===== src/rtl/uart_receiver.sv =====
// uart_receiver: 8N1 UART receive path (8E1 when UART_RX_PARITY_EN is defined).
// RxD is double-synchronized, and each bit is sampled near its middle.
// Received bytes are presented on a valid/ready holding register.
// Framing, overrun and parity errors are reported as 1-clk pulses.
// The FSM state is available on the internal signal 'state' for probing.
module uart_receiver #(
  parameter int CLK_FREQ = 100_000_000,
  parameter int BAUD     = 9600
) (
  input  logic       clk,
  input  logic       reset_n,
  input  logic       RxD,
  input  logic       rx_ready,
  output logic [7:0] rx_data,
  output logic       rx_valid,
  output logic       busy,
  output logic       framing_err,
  output logic       overrun_err,
  output logic       parity_err
);

  localparam int CLKS_PER_BIT = CLK_FREQ / BAUD;
  localparam int CNT_W        = $clog2(CLKS_PER_BIT);
  localparam logic [CNT_W-1:0] CNT_MID  = CNT_W'(CLKS_PER_BIT / 2 - 1);
  localparam logic [CNT_W-1:0] CNT_FULL = CNT_W'(CLKS_PER_BIT - 1);

  // Handshake: a byte transfers on any clk where rx_valid && rx_ready are both 1.
  // rx_data is held stable while rx_valid is 1. rx_ready is ignored while rx_valid is 0.

  typedef enum logic [2:0] {
    S_IDLE, S_START, S_DATA, S_PARITY, S_STOP, S_BREAK
  } state_t;

  state_t           state, state_next;
  logic             rx_s1, rx_s2, rx_prev;
  logic [CNT_W-1:0] clk_cnt;
  logic [2:0]       bit_cnt;
  logic [7:0]       shift;
  logic             start_edge;
  logic             cnt_clear, shift_en, commit, frame_bad;
`ifdef UART_RX_PARITY_EN
  logic             par_bit, par_load, par_ok, par_bad;
  assign par_ok = ~^{shift, par_bit};
`endif

  assign start_edge = rx_prev & ~rx_s2;
  assign busy       = (state != S_IDLE);

  // Two-flop synchronizer plus a delayed copy for falling-edge detection; idles high.
  always_ff @(posedge clk or negedge reset_n) begin
    if (!reset_n) begin
      rx_s1   <= 1'b1;
      rx_s2   <= 1'b1;
      rx_prev <= 1'b1;
    end else begin
      rx_s1   <= RxD;
      rx_s2   <= rx_s1;
      rx_prev <= rx_s2;
    end
  end

  // FSM state register.
  always_ff @(posedge clk or negedge reset_n) begin
    if (!reset_n) state <= S_IDLE;
    else          state <= state_next;
  end

  // Next-state logic and per-cycle strobes. The START bit is sampled at half a bit
  // time; every later bit is sampled one full bit time after the previous sample.
  always_comb begin
    state_next = state;
    cnt_clear  = 1'b0;
    shift_en   = 1'b0;
    commit     = 1'b0;
    frame_bad  = 1'b0;
`ifdef UART_RX_PARITY_EN
    par_load   = 1'b0;
    par_bad    = 1'b0;
`endif
    case (state)
      S_IDLE: begin
        if (start_edge) begin
          cnt_clear  = 1'b1;
          state_next = S_START;
        end
      end
      S_START: begin
        if (clk_cnt == CNT_MID) begin
          cnt_clear  = 1'b1;
          state_next = rx_s2 ? S_IDLE : S_DATA;
        end
      end
      S_DATA: begin
        if (clk_cnt == CNT_FULL) begin
          cnt_clear = 1'b1;
          shift_en  = 1'b1;
          if (bit_cnt == 3'd7) begin
`ifdef UART_RX_PARITY_EN
            state_next = S_PARITY;
`else
            state_next = S_STOP;
`endif
          end
        end
      end
`ifdef UART_RX_PARITY_EN
      S_PARITY: begin
        if (clk_cnt == CNT_FULL) begin
          cnt_clear  = 1'b1;
          par_load   = 1'b1;
          state_next = S_STOP;
        end
      end
`endif
      S_STOP: begin
        if (clk_cnt == CNT_FULL) begin
          cnt_clear = 1'b1;
          if (rx_s2) begin
            state_next = S_IDLE;
`ifdef UART_RX_PARITY_EN
            if (par_ok) commit  = 1'b1;
            else        par_bad = 1'b1;
`else
            commit = 1'b1;
`endif
          end else begin
            frame_bad  = 1'b1;
            state_next = S_BREAK;
          end
        end
      end
      S_BREAK: begin
        if (rx_s2) state_next = S_IDLE;
      end
      default: state_next = S_IDLE;
    endcase
  end

  // Bit-timing counter, bit counter and LSB-first shift register.
  always_ff @(posedge clk or negedge reset_n) begin
    if (!reset_n) begin
      clk_cnt <= '0;
      bit_cnt <= 3'd0;
      shift   <= 8'd0;
    end else begin
      if (cnt_clear || state == S_IDLE || state == S_BREAK) clk_cnt <= '0;
      else                                                  clk_cnt <= clk_cnt + CNT_W'(1);
      if (state == S_IDLE)  bit_cnt <= 3'd0;
      else if (shift_en)    bit_cnt <= bit_cnt + 3'd1;
      if (shift_en)         shift   <= {rx_s2, shift[7:1]};
    end
  end

`ifdef UART_RX_PARITY_EN
  // Captured parity bit, checked together with the data bits at the stop-bit sample.
  always_ff @(posedge clk or negedge reset_n) begin
    if (!reset_n)      par_bit <= 1'b0;
    else if (par_load) par_bit <= rx_s2;
  end

  // Parity error pulse, registered so it aligns with the commit/framing pulses.
  always_ff @(posedge clk or negedge reset_n) begin
    if (!reset_n) parity_err <= 1'b0;
    else          parity_err <= par_bad;
  end
`else
  assign parity_err = 1'b0;
`endif

  // Holding register. A commit while the register is full and not being consumed
  // drops the new byte and keeps the old one.
  always_ff @(posedge clk or negedge reset_n) begin
    if (!reset_n) begin
      rx_data     <= 8'd0;
      rx_valid    <= 1'b0;
      framing_err <= 1'b0;
      overrun_err <= 1'b0;
    end else begin
      framing_err <= frame_bad;
      overrun_err <= commit && rx_valid && !rx_ready;
      if (commit && (!rx_valid || rx_ready)) begin
        rx_data  <= shift;
        rx_valid <= 1'b1;
      end else if (rx_valid && rx_ready) begin
        rx_valid <= 1'b0;
      end
    end
  end

endmodule

===== config.mk =====
export PLATFORM = sky130hd
export DESIGN_NAME = uart_receiver
export DESIGN_NICKNAME = d
export VERILOG_FILES = /design/src/rtl/uart_receiver.sv
export SDC_FILE = /design/constraint.sdc
export NUM_CORES = 1
export LEC_CHECK = 0
export ABC_AREA = 1
export BUFFER_PORTS_ARGS = -buffer_cell sky130_fd_sc_hd__buf_2
export CAP_MARGIN = 20
export CORE_MARGIN = 3
export CORE_UTILIZATION = 45
export DETAILED_ROUTE_END_ITERATION = 6
export SLEW_MARGIN = 20
export SYNTH_ARGS = -nofsm -noshare
export SYNTH_HDL_FRONTEND = slang
export SYNTH_SLANG_ARGS = --single-unit

===== constraint.sdc =====
create_clock -name clk -period 3.7 [get_ports clk]
set_clock_uncertainty 0.05 [all_clocks]
set_input_delay 0.185 -clock clk [delete_from_list [all_inputs] [get_ports clk]]
set_output_delay 0.185 -clock clk [all_outputs]
set_load 0.01 [all_outputs]

Yosys cells after proc, flatten, opt, wreduce, memory -nomap -nowiden:

Cells that the tools add are included.

* bits in registers: 42
* input port bits: 4
* output and inout port bits: 13
* word-level logic and storage cells: 68

* $add $sub $neg: 2
* eq/ne operators: 13
* mux-type cells: 25
* bitwise operators: 2
* reductions and logical operators: 15

Operators by type and width (count)
* 3-bit two-way mux: 9
* 3-bit one-hot mux with 5 select lines: 1
* 14-bit by 1-bit adder with 14-bit output, second input constant: 1
* 14-bit by 13-bit equality test with 1-bit output, second input constant: 1
* 14-bit equality test, second input constant: 1
* 14-bit two-way mux: 1
* 1-bit two-way mux: 12
* 2-bit inequality test, second input constant: 6
* 3-bit equality test, second input constant: 3
* 6-bit AND reduction: 1
* 1-bit logical AND: 4
* 2-bit nonzero test: 2
* 3-bit by 1-bit adder with 3-bit output, second input constant: 1
* 3-bit by 1-bit equality test with 1-bit output, second input constant: 1
* 3-bit by 2-bit equality test with 1-bit output, second input constant: 1
* 3-bit logical NOT: 1
* 1-bit logical OR: 3
* 1-bit one-hot mux with 3 select lines: 1
* 3-bit nonzero test: 1
* 1-bit logical NOT: 2
* 2-bit two-way mux: 1
* 2-bit OR reduction: 1
* 1-bit bitwise AND: 1
* 1-bit NOT: 1

Longest topological paths before layout:

Gate-level depths: netlist (run 1).

* depth after elaboration: 7
* gate-level depth with buffers: 10
* mapped depth without buffers: 10

Least setup slack after synthesis (run 1):

OpenSTA, ideal clock, no wires.

* kind: reg2reg
* start: reg clk_cnt[0]
* end: reg rx_data[6]
* library setup time: 118 ps
* data arrival time: 1346 ps
* slack: 2186 ps
* cell stages (with the launch flop): 10
* path buffers: 1
* cell sequence: dfrtp_1 > ha_1 > nand3_2 > inv_2 > nand3_2 > nor2_2 > nand4_4 > buf_6 > nand2_1 > o21ai_2

* longest elaborated chain between the ends: 4

Ends and longest elaborated chain
* start, declared: line 36 `logic [CNT_W-1:0] clk_cnt;`
* start signal, assigned: line 147 `else clk_cnt <= clk_cnt + CNT_W'(1);`
* 14-bit equality test: line 116 `if (clk_cnt == CNT_FULL) begin`
* 1-bit two-way mux: line 116
* 1-bit two-way mux: line 80 `case (state)`
* 1-bit logical AND: line 181 `if (commit && (!rx_valid || rx_ready)) begin`
* end signal, assigned: line 182 `rx_data <= shift;`
* end, declared: line 14 `output logic [7:0] rx_data,`

No other way between the ends.
A chain may end at the register's enable or synchronous reset.

Worst setup path in the final report (run 1):

* start: reg clk_cnt[0]
* end: reg rx_data[0]

The elaborated chain is that of the path after synthesis.

==> results of run 1 <==
==> kinds of logic after synthesis <==
family	share of synthesized area, %
buffers and inverters	8.25
other	0.175
AND/OR/NAND/NOR	30.4
adder cells (fa/ha/maj)	2.34
XOR/XNOR	3.27
AO/OA/AOI/OAI	6.32
flip-flops	49.3
==> stage by stage <==
stage | std cells | util (%) | cell area [µm²]
after detailed placement | 314 | 50.0 | 2240
final | 323 | 52.3 | 2340
after floorplan | 251 | - | 2140
after CTS | 323 | 52.3 | 2340
after global placement | 314 | 50.0 | 2240
after global routing | 323 | 52.3 | 2340
==> cell usage in the layout, fill, tap and decap left out, types with 2 or more instances in the layout <==
cell type | Yosys | routed
inv_2 | 5 | 5
nor4_1 | 2 | 2
nand3_1 | 14 | 14
o21ai_0 | 9 | 9
clkbuf_8 | 0 | 5
nor2_4 | 3 | 3
inv_1 | 31 | 31
nand3_2 | 3 | 3
nand4_1 | 7 | 7
dfrtp_1 | 39 | 39
xor2_1 | 7 | 7
nor2_1 | 30 | 30
o21ai_1 | 3 | 3
ha_1 | 4 | 4
o21ai_2 | 7 | 7
buf_2 | 0 | 15
nor3_1 | 4 | 4
dfstp_2 | 3 | 3
nand2_1 | 63 | 63
nor2_2 | 4 | 4
==> worst max-delay path, delay by kind of cell (launching register included) <==
family	cells	cell delay [ns]
fa+ha+maj	1	0.21
buf+inv	2	0.27
flops	1	0.40
simple gates	6	0.70
==> metal layers <==
metal	routed length [µm]	GRT usage (%)	part of all wire [%]
met5	0	0	0
met4	64	5.73	1.7
met3	141	4.41	3.7
met2	1680	21.6	44
met1	1940	21.2	51
==> cell type report <==
type / instances / area [µm²]
Clock buffer: 5 / 68.8
Clock inverter: 3 / 25.0
Fill cell: 438 / 2130
Inverter: 36 / 135
Multi-Input combinational cell: 169 / 908
Sequential cell: 42 / 1050
Tap cell: 52 / 65.1
Timing Repair Buffer: 16 / 85.1
==> synth_stat cells, drive strengths merged <==
master,instances
a21oi,2
nor2,37
nor4,2
o21ai,19
xor2,7
conb,1
nand3b,1
buf,4
dfstp,3
nor2b,1
xnor2,1
nand3,17
nand4,8
ha,4
nand2,65
inv,36
dfrtp,39
nor3,4
==> registers in the layout, indices dropped and copies added, names as in the netlist <==
signal	cells
bit_cnt	3
clk_cnt	14
framing_err	1
overrun_err	1
rx_data	8
rx_prev	1
rx_s1	1
rx_s2	1
rx_valid	1
shift	8
state	3
==> where the power goes <==
part	total [mW]	switching, mW	leakage [nW]	internal [mW]
clock network	0.310	0.174	0.0447	0.136
registers	0.517	0.0310	0.572	0.486
logic	0.196	0.131	0.573	0.0648
total	1.02	0.335	1.19	0.687
==> worst paths after layout <==
path	startpoint	slack, ns	depth (start not counted)	end
hold reg to reg	rx_s1$_DFF_PN1_	0.31	0	rx_s2$_DFF_PN1_
setup reg to reg	clk_cnt[0]$_DFF_PN0_	2.00	9	rx_data[0]$_DFFE_PN0P_
min in group clk	rx_ready	0.19	4	rx_valid$_DFFE_PN0P_
setup / recovery	clk_cnt[0]$_DFF_PN0_	2.00	9	rx_data[0]$_DFFE_PN0P_
max in group asynchronous	reset_n	3.04	1	bit_cnt[0]$_DFFE_PN0P_
hold / removal	reset_n	-0.03	1	rx_data[1]$_DFFE_PN0P_
==> timing repair <==
action | CTS | global route
gates resized for setup | 0 | 0
buffers inserted | 0 | 0
hold endpoints to repair | 1 | 0
hold buffers | 1 | 0
==> impl_metrics.ini, run 1 <==
[drt]
postRouteAntennaNets = 0
first_pass_iters = 4
wire_per_inst_um = 11.8
vias = 1588
avgViaCountPerCell = 4.92
drt_first_iter_violations = 80
finalWirelength_um = 3820
drc = 0

[synthesis]
yosysTopAreaCell = dfrtp_1
synth_area_per_cell_um2 = 8.52
synthTopCellsByArea = dfrtp_1 46%, nand2_1 11%, inv_1 5.4%
yosysWarnings = 0
ys_seq_area_share_pct = 49.3
synth_cells = 251
synth_area_um2 = 2140
synth_nets = 259
ys_types = 29
yosys_register_bits = 42
synth.top_cell.area_share_pct = 45.6

[power_and_ir_drop]
vdd_drop_max_uv = 285
total_leakage_power_nw = 1.19
report.power.total_mw = 1.02
p_per_area_nw_per_um2 = 436

[clocking]
cts-buffers-inserted = 5
path_clk_slew_ns = 0.09
clkLatencyLatePin_ns = 0.30
cts_tree = built
root_buffer = clkbuf_8
htreeDepth = 2
cts.sinks = 42
clockBufferDepth = 2

[sta]
drv_slew = 0
layout_min_cycle_time_ns = 1.70
fin_ws_ns = 2.00
rsz0062_at_grt = false
final-setup-viol-count = 0
fin_crit_sh_pct = 46.0
tightest_slew_ns = 0.941
tns_ns = 0
hold_viol = 39
fmax_mhz = 588
holdWs_ns = -0.0285
relSlewSlack_pct = 37.3

[critical_path]
worstPathMaxFanout = 16
arrival_ns = 1.89
max_stage_delay_ns = 0.40
cp-end-kind = register
cp_cell_sequence = ha_1 > nand3_2 > inv_2 > nand3_2 > nor2_2 > nand4_4 > inv_1 > nand2_1 > nand2_1
path_class = reg2reg
cp.required_ns = 3.89
cp-start-kind = register
cp_slowest_cell = dfrtp_1

[floorplan]
io_pins = 17
core_um2 = 4470
rows = 24
die-area_um2 = 5620
die_w_um = 75.0
start_util_pct = 47.8
fp.dieH_um = 75.0

[min_path]
hold_class = in2async

[final_layout]
drive_gt1_share_pct = 19.6
area_growth_pct = 9.47
final_nets = 278
antennaDiodeCount = 0

[place]
io_buffer_count = 15
place.gp.congestion = 0.862
dp_hpwl_um = 2770
pre_cts_ws_ns = 2.01

[global_route]
grt_pass1_vias = 1390
grt_start_max_net_pins = 43
antenna_found_initial = 0
grt_usage_pct = 15.0
grt_pass1_wl_um = 6410
overflow = 0

[status]
outcome = finished with violations
violations = hold timing

[flow_run]
cap_violations = 0
No activity file was read; power rests on OpenSTA's default activity.
==> run 2: changes to the inputs <==
Settings changed: ABC_AREA 1 to 0.
Clock period 3.7 ns to 1.57 ns, I/O delays scaled along.
==> run 2 against run 1 <==
- critical path type unchanged
- routed wire length rose by 22%
- sequential power rose to 2.5 times the previous value
- the run ends with setup timing left
- hold slack improved by 0.11 ns
- register-to-register slack got worse by 2.1 ns
- flip-flop and latch count did not move
- worst setup slack got worse by 2.1 ns
- critical endpoint is now rx_data[2]$_DFFE_PN0P_
- clock power rose to 2.8 times the previous value
==> impl_metrics.ini, run 2 <==
[status]
outcome = finished with violations
violations = setup timing

[synthesis]
async_flop_share_pct = 100
yosys_register_bits = 42
synth_cells = 165
synth_nets = 173
synth_area_um2 = 1980
yosysWarnings = 0
synth_edf_count = 0
synth.top_cell.area_share_pct = 49.2
ys_seq_area_share_pct = 53.2
ys.flop_type = dfrtp_1
ys_types = 48
yosysMostFrequentCell = dfrtp_1
yosysTopAreaCell = dfrtp_1
synth_common_cells = 39 x dfrtp_1, 17 x nor3_1, 16 x mux2_2
synthTopCellsByArea = dfrtp_1 49%, mux2_2 9.1%, nor3_1 4.3%
synth_area_per_cell_um2 = 12.0

[clocking]
cts-buffers-inserted = 5
clockBufferDepth = 2
clkLatencyLatePin_ns = 0.30
cts.sinks = 42
root_buffer = clkbuf_8
path_clk_slew_ns = 0.08
htreeDepth = 2
cts_tree = built

[final_layout]
layout_commonest_cell = dfrtp_1
drive_gt1_share_pct = 57.1
final_cell_mix = 34 x dfrtp_1, 30 x buf_4, 15 x mux2_2, 15 x buf_2, 12 x nor3_2
fillCellCount = 303
top_register = clk_cnt
multi_input_area_um2 = 1110
regArea_um2 = 1060
largest_reg_flops = 14
reg_top3 = clk_cnt x14, rx_data x8, shift x8
final_cell_area_um2 = 2800
antennaDiodeCount = 0
final_nets = 231
area_growth_pct = 41.2

[flow_run]
cap_violations = 0

[floorplan]
io_pins = 17
rows = 23
fp.dieH_um = 72.4
die_w_um = 72.4
die-area_um2 = 5240
core_um2 = 4120
start_util_pct = 48.2

[power_and_ir_drop]
p_clk_share_pct = 25.6
vdd_drop_max_uv = 851
total_leakage_power_nw = 1.33
report.power.total_mw = 3.34
p_switching_mw = 1.16
swShare_pct = 34.8
pwr-share-seq_pct = 39.3
power_frac_comb_pct = 35.1
p_per_area_nw_per_um2 = 1190
internal_power_mw = 2.18

[drt]
postRouteAntennaNets = 0
finalWirelength_um = 4660
vias = 1482
avgViaCountPerCell = 5.41
wire_per_inst_um = 17.0
drc = 0
first_pass_iters = 4
drt_first_iter_violations = 96

[critical_path]
cpMostUsedCell = nand3_4
cp.required_ns = 1.70
cp-start-kind = register
worstPathMaxFanout = 8
cp-end-kind = register
crit_family = simple AND/OR/NAND/NOR gates
max_stage_delay_ns = 0.42
cp_cell_sequence = ha_4 > nand3_4 > and4b_4 > nand3_4 > mux2_4
path_class = reg2reg
cp_slowest_cell = and4b_4
arrival_ns = 1.84
crit_buf_inv = 0

[sta]
fin_crit_sh_pct = 109
rsz0062_at_grt = true
drv_slew = 0
final-setup-viol-count = 37
layout_min_cycle_time_ns = 1.71
tns_ns = -2.44
fin_ws_ns = -0.136
hold_viol = 0
fmax_mhz = 586

[place]
io_buffer_count = 15
placed_area_um2 = 2320
place.gp.congestion = 0.812
dp_hpwl_um = 2790

[min_path]
hold_class = in2reg

[global_route]
grt_pass1_wl_um = 7560
grt_usage_pct = 19.0
grt_start_max_net_pins = 43
overflow = 0
grt_pass1_vias = 1549
antenna_found_initial = 0
[run 2: cell count changes in the layout (fill, tap and decap cells not counted), sizes merged, moves of 16 or more]
cell / delta
buf: +39
inv: -33
mux2: +16
nand2: -57
nor2: -31
o21ai: -18
[run 2: layer usage]
metal	vias to the layer above	share of wire [%]	track usage, %	wire length [µm]
li1	712	-	-	-
met1	739	41	22.9	1920
met2	23	54	31.5	2500
met3	8	3.4	5.40	157
met4	0	1.7	8.20	81
met5	-	0	0	0
[run 2: repair_timing]
item,CTS,global route
gates cloned,3,0
hold buffers,2,0
endpoints found under the hold margin,43,0
gates resized for setup,25,31
pin swaps,15,23
setup buffers,2,7
endpoints found under the setup margin,37,39
[run 2: tightest hold or removal path: stages]
cell,delay [ns]
buf_2,0.07
nand2b_1,0.19
nor2_1,0.07
[run 2: power by group through the flow]
| stage | Clock (mW) | Sequential (mW) | Combinational (mW) |
|---|---|---|---|
| 6_report | 0.854 | 1.31 | 1.17 |
| 2_1_floorplan | 0 | 1.22 | 0.630 |
| 3_3_place_gp | 0 | 1.28 | 0.776 |
| 5_1_grt | 0.922 | 1.33 | 1.28 |
| 3_5_place_dp | 0 | 1.29 | 0.814 |
| 4_1_cts | 0.866 | 1.28 | 1.00 |
[run 2: cells by family (layout without fill, tap and decap cells)]
family | after synthesis | after routing | synth area share (%)
adder cells (fa/ha/maj) | 4 | 4 | 2.52
AO/OA/AOI/OAI | 14 | 15 | 5.43
multiplexers | 17 | 17 | 9.59
other | 1 | 1 | 0.189
AND/OR/NAND/NOR | 63 | 64 | 20.3
XOR/XNOR | 13 | 13 | 5.74
flip-flops | 42 | 42 | 53.2
buffers and inverters | 11 | 68 | 3.03
[run 2: area by class of cell]
cell class,instances,area share (%)
clock inverters,3,1.43
inverters,4,0.536
flip-flops and latches,42,37.9
repair buffers,56,15.7
multi-input cells,114,39.8
well taps,50,2.23
clock buffers,5,2.46
[run 2: metrics by stage]
step,setup WS [ns],utilization [%],hold slack [ns],instances
2_1_floorplan,-0.0900,-,-0.267,165
3_3_place_gp,-0.190,56.4,0.0148,252
3_5_place_dp,-0.217,56.4,0.0196,252
4_1_cts,-0.173,63.0,0.0866,267
5_1_grt,-0.176,68.0,0.0963,274
6_report,-0.136,68.0,0.0863,274
[run 2: path summary, 6_finish.rpt]
path / endpoint / start / slack [ns] / cells after the start
min reg2reg: rx_s2$_DFF_PN1_ / rx_s1$_DFF_PN1_ / 0.31 / 0
max reg2reg: rx_data[2]$_DFFE_PN0P_ / clk_cnt[0]$_DFF_PN0_ / -0.14 / 5
min: overrun_err$_DFF_PN0_ / rx_ready / 0.09 / 3
max in group asynchronous: rx_s1$_DFF_PN1_ / reset_n / 0.97 / 3
max: rx_data[2]$_DFFE_PN0P_ / clk_cnt[0]$_DFF_PN0_ / -0.14 / 5
min in group asynchronous: rx_valid$_DFFE_PN0P_ / reset_n / 0.24 / 3
==> run 3: changes to the inputs <==
Settings changed: ABC_AREA 0 to 1, CORE_UTILIZATION 45 to 46.
==> run 3 against run 2 <==
- the run now ends clean
- flip-flop and latch count did not move
- via count is 14% higher
- routed wire length is 8.4% lower
- count of clock-buffer cells in the layout is 1 higher
- hold slack got worse by 0.013 ns
- critical path type unchanged
- utilization shrank 5.5 points
- clock power grew 24%
- first-iteration DRC count rose by 22%
- critical path depth is 4 higher
- non-clock buffer count shrank 14
- cell count up 27%
==> impl_metrics.ini, run 3 (synthesis gave the netlist of run 1 again) <==
[drt]
postRouteAntennaNets = 0
drc = 0
first_pass_iters = 4
finalWirelength_um = 4270
avgViaCountPerCell = 4.83
wire_per_inst_um = 12.2
vias = 1684
drt_first_iter_violations = 117

[critical_path]
cp_cell_sequence = ha_4 > nand3_4 > inv_2 > nand3_2 > nor2_4 > nand4_4 > buf_12 > nand2_1 > o21ai_2
arrival_ns = 1.67
max_stage_delay_ns = 0.42
cp.required_ns = 1.71
crit_family = simple AND/OR/NAND/NOR gates
cp-start-kind = register
crit_buf_inv = 2
cp-end-kind = register
worstPathMaxFanout = 15
cp_slowest_cell = dfrtp_1
path_class = reg2reg

[global_route]
grt_start_max_net_pins = 25
overflow = 0
top_usage_layer = met2
antenna_found_initial = 0
met1_usage_pct = 24.7
grt_use_met2_pct = 25.1
grt_pass1_vias = 1490
use_met3_pct = 4.05
grt_usage_pct = 17.0
grt_pass1_wl_um = 7070

[clocking]
cts.sinks = 42
htreeDepth = 2
clockBufferDepth = 2
clkLatencyLatePin_ns = 0.30
cts_tree = built
path_clk_slew_ns = 0.09
root_buffer = clkbuf_8
cts-buffers-inserted = 5

[final_layout]
final_nets = 304
layout_commonest_cell = nand2_1
drive_gt1_share_pct = 37.4
largest_reg_flops = 14
fin_cells = 349
fillCellCount = 395
final_cell_area_um2 = 2760
final_util_pct = 62.5
area_growth_pct = 29.0
antennaDiodeCount = 0
reg_top3 = clk_cnt x14, rx_data x8, shift x8
top_register = clk_cnt
final_cell_mix = 56 x nand2_1, 36 x dfrtp_1, 31 x inv_1

[sta]
fmax_mhz = 651
holdWs_ns = 0.0733
layout_min_cycle_time_ns = 1.54
fin_crit_sh_pct = 97.9
drv_slew = 0
tns_ns = 0
final-setup-viol-count = 0
hold_viol = 0
rsz0062_at_grt = true

[floorplan]
die_w_um = 74.2
fp.dieH_um = 74.2
io_pins = 17
start_util_pct = 48.5
rows = 24
die-area_um2 = 5510
core_um2 = 4410

[place]
io_buffer_count = 15
dp_cells = 333
placed_area_um2 = 2390
place.gp.congestion = 0.835
dp_hpwl_um = 3040

[power_and_ir_drop]
total_leakage_power_nw = 1.37
p_per_area_nw_per_um2 = 1040
vdd_drop_max_uv = 700

[status]
outcome = finished clean

[min_path]
hold_class = in2reg

[flow_run]
cap_violations = 0
==> run 3: cell count changes in the layout (fill, tap and decap cells not counted), sizes merged, moves of 4 or more <==
cell,previous run,this run
buf,54,40
nand2,8,65
nand4,4,8
nand3,5,17
inv,4,36
mux2,16,0
nor3,18,4
o21ai,1,19
nor2,6,37
==> run 3: worst register-to-register path, stage by stage, from the launching register on <==
cell and delay (ns):
dfrtp_1 0.42, ha_4 0.18, nand3_4 0.11, inv_2 0.09, nand3_2 0.08, nor2_4 0.11
nand4_4 0.10, buf_12 0.17, nand2_1 0.07, o21ai_2 0.05
==> run 3: what timing repair did <==
item	4_1_cts	5_1_grt
gates resized for setup	4	41
endpoints found under the setup margin	13	35
hold buffers	2	0
pin swaps	0	8
hold endpoints to repair	16	0
buffers inserted	2	4
==> run 3: through the flow <==
step / power, mW / setup WS (ns)
2_1_floorplan: 1.61 / 0.0564
3_3_place_gp: 1.76 / -0.0781
3_5_place_dp: 1.77 / -0.116
4_1_cts: 2.85 / 0.0167
5_1_grt: 3.04 / -0.0887
6_report: 2.88 / 0.0333
==> run 3: area by class of cell <==
class	instances	area (µm²)	area share (%)
multi-input combinational	169	1040	37.8
inverter	36	135	4.90
clock inverter	2	60.1	2.18
sequential	42	1060	38.4
clock buffer	6	82.6	2.99
tap	52	65.1	2.36
timing repair buffer	42	315	11.4
==> run 3: final timing paths <==
kind                                       from                      to  slack, ns  depth (start not counted)
setup / recovery           clk_cnt[1]$_DFF_PN0_  rx_data[1]$_DFFE_PN0P_       0.03                          9
hold / removal                         rx_ready    rx_valid$_DFFE_PN0P_       0.07                          4
setup reg to reg           clk_cnt[1]$_DFF_PN0_  rx_data[1]$_DFFE_PN0P_       0.03                          9
hold reg to reg                 rx_s1$_DFF_PN1_         rx_s2$_DFF_PN1_       0.31                          0
max in group asynchronous               reset_n    clk_cnt[9]$_DFF_PN0_       0.78                          3
min in group asynchronous               reset_n   clk_cnt[13]$_DFF_PN0_       0.22                          2
==> run 3: where the power goes <==
group          switching, mW  total, mW  leakage [nW]  internal, mW
registers             0.0837       1.23         0.567          1.15
logic                  0.357      0.589         0.733         0.232
clock network          0.382       1.06        0.0714         0.678
==> run 3: layer usage <==
layer  routed length (µm)  vias up
met5                    0        -
met1                 2060      777
met4                   52        0
met3                  127        5
li1                     -      879
met2                 2030       23
